<file path="src/rtl/rf_dump_port_pkg.sv">
// Shared definitions for the register-file dump engine: FSM states and
// default geometry of the architectural register file.
package rf_dump_port_pkg;

  localparam int RF_NREGS  = 32;
  localparam int RF_DATA_W = 32;
  localparam int RF_IDX_W  = 5;

  typedef enum logic [1:0] {
    ST_IDLE  = 2'd0,
    ST_FETCH = 2'd1,
    ST_SEND  = 2'd2,
    ST_DONE  = 2'd3
  } dump_state_e;

endpackage

</file>
<file path="src/rtl/rf_dump_port.sv">
// Walks every register through the rf debug read port and streams
// {index, value} snapshots over a valid/ready interface.
module rf_dump_port
  import rf_dump_port_pkg::*;
#(
  parameter int NREGS  = RF_NREGS,
  parameter int DATA_W = RF_DATA_W,
  parameter int IDX_W  = RF_IDX_W
) (
  input  logic              clk,
  input  logic              reset,
  input  logic              start,
  output logic              busy,
  output logic [IDX_W-1:0]  rf_raddr,
  input  logic [DATA_W-1:0] rf_rdata,
  output logic              out_valid,
  input  logic              out_ready,
  output logic [IDX_W-1:0]  out_idx,
  output logic [DATA_W-1:0] out_data,
  output logic              done
);

  localparam logic [IDX_W-1:0] LAST_IDX = IDX_W'(NREGS - 1);

  dump_state_e       state_q, state_d;
  logic [IDX_W-1:0]  idx_q, idx_d;
  logic [IDX_W-1:0]  out_idx_q, out_idx_d;
  logic [DATA_W-1:0] out_data_q, out_data_d;

  always_ff @(posedge clk or posedge reset) begin
    if (reset) begin
      state_q    <= ST_IDLE;
      idx_q      <= '0;
      out_idx_q  <= '0;
      out_data_q <= '0;
    end else begin
      state_q    <= state_d;
      idx_q      <= idx_d;
      out_idx_q  <= out_idx_d;
      out_data_q <= out_data_d;
    end
  end

  always_comb begin
    state_d    = state_q;
    idx_d      = idx_q;
    out_idx_d  = out_idx_q;
    out_data_d = out_data_q;
    case (state_q)
      ST_IDLE: begin
        if (start) begin
          state_d = ST_FETCH;
          idx_d   = '0;
        end
      end
      ST_FETCH: begin
        // Snapshot here so a stalled beat is immune to later register writes.
        out_data_d = rf_rdata;
        out_idx_d  = idx_q;
        state_d    = ST_SEND;
      end
      ST_SEND: begin
        if (out_ready) begin
          if (idx_q == LAST_IDX) begin
            state_d = ST_DONE;
          end else begin
            idx_d   = idx_q + 1'b1;
            state_d = ST_FETCH;
          end
        end
      end
      ST_DONE: state_d = ST_IDLE;
      default: state_d = ST_IDLE;
    endcase
  end

  // Outputs decode from registered state only; no path from out_ready.
  assign busy      = (state_q != ST_IDLE);
  assign out_valid = (state_q == ST_SEND);
  assign done      = (state_q == ST_DONE);
  assign rf_raddr  = idx_q;
  assign out_idx   = out_idx_q;
  assign out_data  = out_data_q;

endmodule
</file>
<file path="config.mk">
export PLATFORM = sky130hd
export DESIGN_NAME = rf_dump_port
export DESIGN_NICKNAME = d
export VERILOG_FILES = /design/src/rtl/rf_dump_port_pkg.sv /design/src/rtl/rf_dump_port.sv
export SDC_FILE = /design/constraint.sdc
export NUM_CORES = 1
export LEC_CHECK = 0
export BUFFER_PORTS_ARGS = -buffer_cell sky130_fd_sc_hd__buf_2
export CORE_AREA = 3 3 75 77
export CTS_CLUSTER_DIAMETER = 150
export DETAILED_ROUTE_END_ITERATION = 8
export DIE_AREA = 0 0 78 80
export PLACE_DENSITY = 0.58
export SLEW_MARGIN = 5
export SYNTH_ARGS = -nofsm -noshare
export SYNTH_HDL_FRONTEND = slang
export SYNTH_SLANG_ARGS = --single-unit
export TNS_END_PERCENT = 1
</file>
<file path="constraint.sdc">
create_clock -name clk -period 3.3 [get_ports clk]
set_input_delay 0.495 -clock clk [delete_from_list [all_inputs] [get_ports clk]]
set_output_delay 0.495 -clock clk [all_outputs]
set_load 0.005 [all_outputs]
</file>
==> flow_summary.yaml, run 1 <==
sta:
  hold_viol: 0
  setup_violations: 0
  slew_viol_final: 0
  timing.final.crit_share: 0.583
  whs_ps: 332
  period_minus_slack_ps: 1920
  timing.slew.headroom: 0.292
  clock.fmax_mhz: 520
  fin_skew_ps: 2.07
  tightest_slew_ps: 1060
  rsz0062_at_grt: "false"
  fin_tns_setup_ps: 0
die:
  num_rows: 26
  core-area_um2: 5070
  die_h_um: 80
  start_util: 0.348
  die_area_um2: 6240
  ios: 81
  die_w_um: 78
flow_run:
  cap_violations: 0
setup_path:
  r2r-start: "rf_raddr[0]"
  critPathMostFrequentCell: "ha_1"
  rr_worst_depth: 6
  timing.critical_path.cells: "ha_1 > and3_1 > ha_1 > nand4bb_4 > o21a_2 > a221o_1"
  slowest_delay_ps: 430
  crit_arrival_ps: 2100
  rrSetupSlack_ps: 1380
  cp_max_fo: 6
  crit_path_end_kind: "flop"
  path_class: "flop to flop"
  cpMaxStageDelayCell: "dfrtp_1"
  timing.rr.end: "rf_raddr[2]"
  crit_path_start_kind: "flop"
  worstPathRequired_ps: 3470
drt:
  drt_iter0_markers: 20
  drc: 0
  via_count: 1197
  ant_nets: 0
  wl_per_cell_um: 12.5
  avgViaCountPerCell: 4.40
  drt_wl_total_um: 3410
  dr.pass1.iters: 3
min_path:
  hold_class: "input pin to async pin"
pwr:
  p_leak_uw: 0.00119
  peakVddDrop_mv: 0.316
  seq_power_share: 0.444
  switching_share: 0.296
  comb_power_share: 0.384
  powerDensity_nw_per_um2: 876
  p_switching_uw: 603
  cellInternalPower_uw: 1440
  clkPwrFrac: 0.171
clock_network:
  ctsResizeCount: 0
  root_buffer: "clkbuf_8"
  postCtsSetupBuffers: 0
  cts_tree: "built"
  clock_path_buffers: 2
  cts_made_buffers: 5
  cts.clk_slew.worst_paths_ps: 70
  htreeDepth: 2
  cts_sinks: 44
  hold_buffers: 0
  insertion_delay_ps: 280
placement:
  port_buffers: 80
  dpl_cell_area_um2: 2230
  dp_hpwl_um: 2470
  dp.cells: 265
  gp_congestion: 0.813
global_route:
  globalRouteMet3Util: 0.0519
  grt_pass1_vias: 1251
  grt_pass1_wl_um: 5670
  grt_antenna_before_repair: 0
  grt.busiest_layer: "met2"
  grt_max_degree: 41
  met1_usage: 0.141
  use_met2: 0.183
  grt_use_total: 0.116
  grt_overflow_total: 0
final_layout:
  syn_to_final_growth_pct: 32.0
  layout.nets: 240
  nFillCells: 487
  fin_area_um2: 2330
  drive_above_1_share: 0.639
  fin_util: 0.459
  stdcell_count: 272
  multiInputGateArea_um2: 621
  register_area_um2: 1100
  diodes: 0
synth:
  synth_top_cell_area_share: 0.624
  synth.avg_cell_area_um2: 15.0
  synthFlopType: "dfrtp_1"
  synthTopCellsByArea: "dfrtp_1, mux2_2, buf_4"
  synth_nets: 156
  ys_warn_count: 0
  syn_inst: 118
  ys_types: 23
  yosysTopAreaCell: "dfrtp_1"
  synth_area_um2: 1760
  synth_common_cells: "dfrtp_1, mux2_2, nand2_1"
  ys_async_sr_fraction: 1.00
  synth-seq-area-share: 0.624
  synth_edf_count: 0
  yosysMostFrequentCell: "dfrtp_1"
  synth_seq_cells: 44
outcome:
  status: "finished, final reports clean"
==> stage by stage <==
step | worst slack, ps | total power, uW
after floorplan | 1460 | 1400
after CTS | 1390 | 2080
after global placement | 1420 | 1710
after detailed placement | 1380 | 1720
final | 1380 | 2040
after global routing | 1290 | 2200
==> cells by family (layout without fill, tap and decap cells) <==
kind of cell,count (synthesis),after routing,synth area share
and+or+nand+nor,19,19,0.0695
buffers and inverters,8,92,0.0255
adders and majority gates,2,2,0.0142
DFF,44,44,0.624
muxes,37,37,0.235
AOI/OAI and AO/OA,8,8,0.0319
==> area by class of cell <==
class                           count  share of cell area
Clock buffer                        7              0.0414
Inverter                            4             0.00645
Multi-Input combinational cell     66               0.267
Sequential cell                    44               0.473
Tap cell                           70              0.0376
Timing Repair Buffer               81               0.175
==> worst max-delay path: cells and delay by family, from the launching register on <==
kind / cells / cell delay, ps
adders and majority gates: 2 / 430
AOI/OAI and AO/OA: 2 / 520
DFF: 1 / 430
and+or+nand+nor: 2 / 430
==> per-layer routing <==
layer	part of all wire	wire length [um]	vias up
met3	0.10	352	2
met1	0.44	1510	560
met2	0.45	1540	60
met4	0.0035	12	0
met5	0	0	-
li1	-	-	575
==> sequential cells by signal (all words and copies together), names as in the netlist <==
signal    cells
out_data     32
rf_raddr      5
state_q       2
out_idx       5
==> power groups by stage <==
stage          Sequential (uW)  Clock [uW]  Combinational (uW)
3_5_place_dp               920           0                 800
6_report                   906         349                 784
4_1_cts                    908         368                 803
5_1_grt                    939         391                 873
3_3_place_gp               914           0                 791
2_1_floorplan              938           0                 459
==> worst max path at each step <==
stage,from,endpoint,slack [ps],depth (start not counted)
4_1_cts,rf_raddr[0],rf_raddr[2],1390,6
2_1_floorplan,rf_raddr[0],rf_raddr[2],1460,6
3_5_place_dp,rf_raddr[0],rf_raddr[2],1380,6
5_1_grt,rf_raddr[0],rf_raddr[2],1290,6
6_report,rf_raddr[0],rf_raddr[2],1380,6
3_3_place_gp,rf_raddr[0],rf_raddr[2],1420,6
==> cell usage in the layout, fill, tap and decap left out, types with 2 or more instances in the layout <==
cell and n:
ha_1 2, clkbuf_8 7, o21ai_0 3, nor2b_1 2, mux2_2 35, dfrtp_1 44, mux2i_1 2, buf_2 80
and3_1 2, inv_1 3, nand2_1 6
(Power assumes the default switching activity.)
==> run 2: changes to the inputs <==
- clock period: 3.3 -> 1.92 ns (I/O delays scaled with it)
==> run 2 against run 1 <==
Compared with the run above: global-route usage down 0.097 points; count of clock-buffer cells in the layout unchanged; flip-flop and latch count unchanged; sequential power up 72%; register-to-register slack lost 1300 ps; maximum frequency grew 3.1%; wire length grew 2.8%; largest cell class unchanged.
==> flow_summary.yaml, run 2 (synthesis results as in run 1) <==
drt:
  dr.pass1.iters: 2
  drc: 0
  drt_iter0_markers: 12
  wl_per_cell_um: 12.6
  drt_wl_total_um: 3510
  via_count: 1243
  avgViaCountPerCell: 4.47
  ant_nets: 0
clock_network:
  cts_sinks: 44
  clock_path_buffers: 2
  cts_tree: "built"
  cts_made_buffers: 5
  insertion_delay_ps: 280
  htreeDepth: 2
  root_buffer: "clkbuf_8"
  cts.clk_slew.worst_paths_ps: 80
sta:
  rsz0062_at_grt: "false"
  clock.fmax_mhz: 536
  tightest_slew_ps: 547
  slew_viol_final: 0
  period_minus_slack_ps: 1870
  hold_viol: 0
  fin_ws_ps: 54.2
  timing.final.crit_share: 0.972
  fin_skew_ps: 4.69
  setup_violations: 0
  timing.slew.headroom: 0.635
setup_path:
  path_class: "flop to flop"
  crit_path_end_kind: "flop"
  crit_path_start_kind: "flop"
  crit_arrival_ps: 2040
  rr_worst_depth: 6
  cp_max_fo: 4
  r2r-start: "rf_raddr[1]"
  worstPathRequired_ps: 2090
  crit_start: "rf_raddr[1]"
final_layout:
  drive_above_1_share: 0.654
  fin_area_um2: 2410
  nFillCells: 495
  diodes: 0
  largest_reg_flops: 32
  layout.nets: 246
  multiInputGateArea_um2: 629
  register_area_um2: 1100
  final_common_cell: "buf_2"
  mostFrequentLayoutCells: "buf_2, dfrtp_1, mux2_2, clkbuf_8, nand2_1"
  syn_to_final_growth_pct: 36.5
flow_run:
  cap_violations: 0
global_route:
  grt_pass1_vias: 1213
  grt_antenna_before_repair: 0
  grt_max_degree: 45
  grt_pass1_wl_um: 5690
  grt_use_total: 0.115
  grt_overflow_total: 0
pwr:
  peakVddDrop_mv: 0.564
  p_leak_uw: 0.00123
  powerDensity_nw_per_um2: 1520
die:
  die_w_um: 78
  core-area_um2: 5070
  ios: 81
  die_h_um: 80
  start_util: 0.348
  num_rows: 26
  die_area_um2: 6240
min_path:
  hold_class: "input pin to async pin"
placement:
  pre_cts_slack_ps: -9.94
  dpl_cell_area_um2: 2280
  port_buffers: 80
  gp_congestion: 0.759
  dp_hpwl_um: 2530
outcome:
  status: "finished, final reports clean"
-- run 2: cell count changes in the layout (fill, tap and decap cells not counted), sizes merged --
cell,before,now
buf,81,87
-- run 2: final cells by class --
cell class | instances | area share
multi-input cells | 66 | 0.261
clock buffers | 7 | 0.0400
flip-flops and latches | 44 | 0.457
inverters | 4 | 0.00624
well taps | 70 | 0.0364
repair buffers | 87 | 0.199
-- run 2: worst max-delay path: stages (launching register included) --
cell and delay, ps:
dfrtp_1 420, ha_2 190, and3_1 190, ha_1 210, nand4bb_4 250, o21a_4 160, a221o_1 330
-- run 2: where the power goes --
group          internal, uW  switching [uW]
clock                   321             291
combinational           921             572
sequential             1340             219
total                  2580            1080
-- run 2: final timing paths --
check                                to  slack (ps)
setup / recovery            rf_raddr[2]          50
hold / removal             out_data[18]         130
setup reg to reg            rf_raddr[2]          50
hold reg to reg              out_idx[4]         490
max in group asynchronous   rf_raddr[2]        1420
min in group clk           out_data[23]         230
-- run 2: metal layers --
| layer | vias to the layer above | GRT usage | wire (um) |
|---|---|---|---|
| met5 | - | 0 | 0 |
| met4 | 0 | 0.0367 | 39 |
| met3 | 5 | 0.0384 | 307 |
| met2 | 57 | 0.178 | 1560 |
| met1 | 595 | 0.151 | 1600 |
| li1 | 586 | - | - |
-- run 2: stage by stage --
step | std cells | hold slack (ps) | setup TNS [ps] | utilization | total power (uW)
floorplan | 118 | 432 | 0 | - | 2400
global placement | 268 | 464 | 0 | 0.449 | 3030
detailed placement | 268 | 460 | -9.94 | 0.449 | 3060
CTS | 275 | 143 | 0 | 0.469 | 3700
global route | 278 | 175 | 0 | 0.474 | 3940
finish | 278 | 128 | 0 | 0.474 | 3660
-- run 2: timing repair --
item,CTS,global route
hold buffers,0,0
resized for setup,1,1
buffers inserted,0,3
endpoints found under the setup margin,1,2
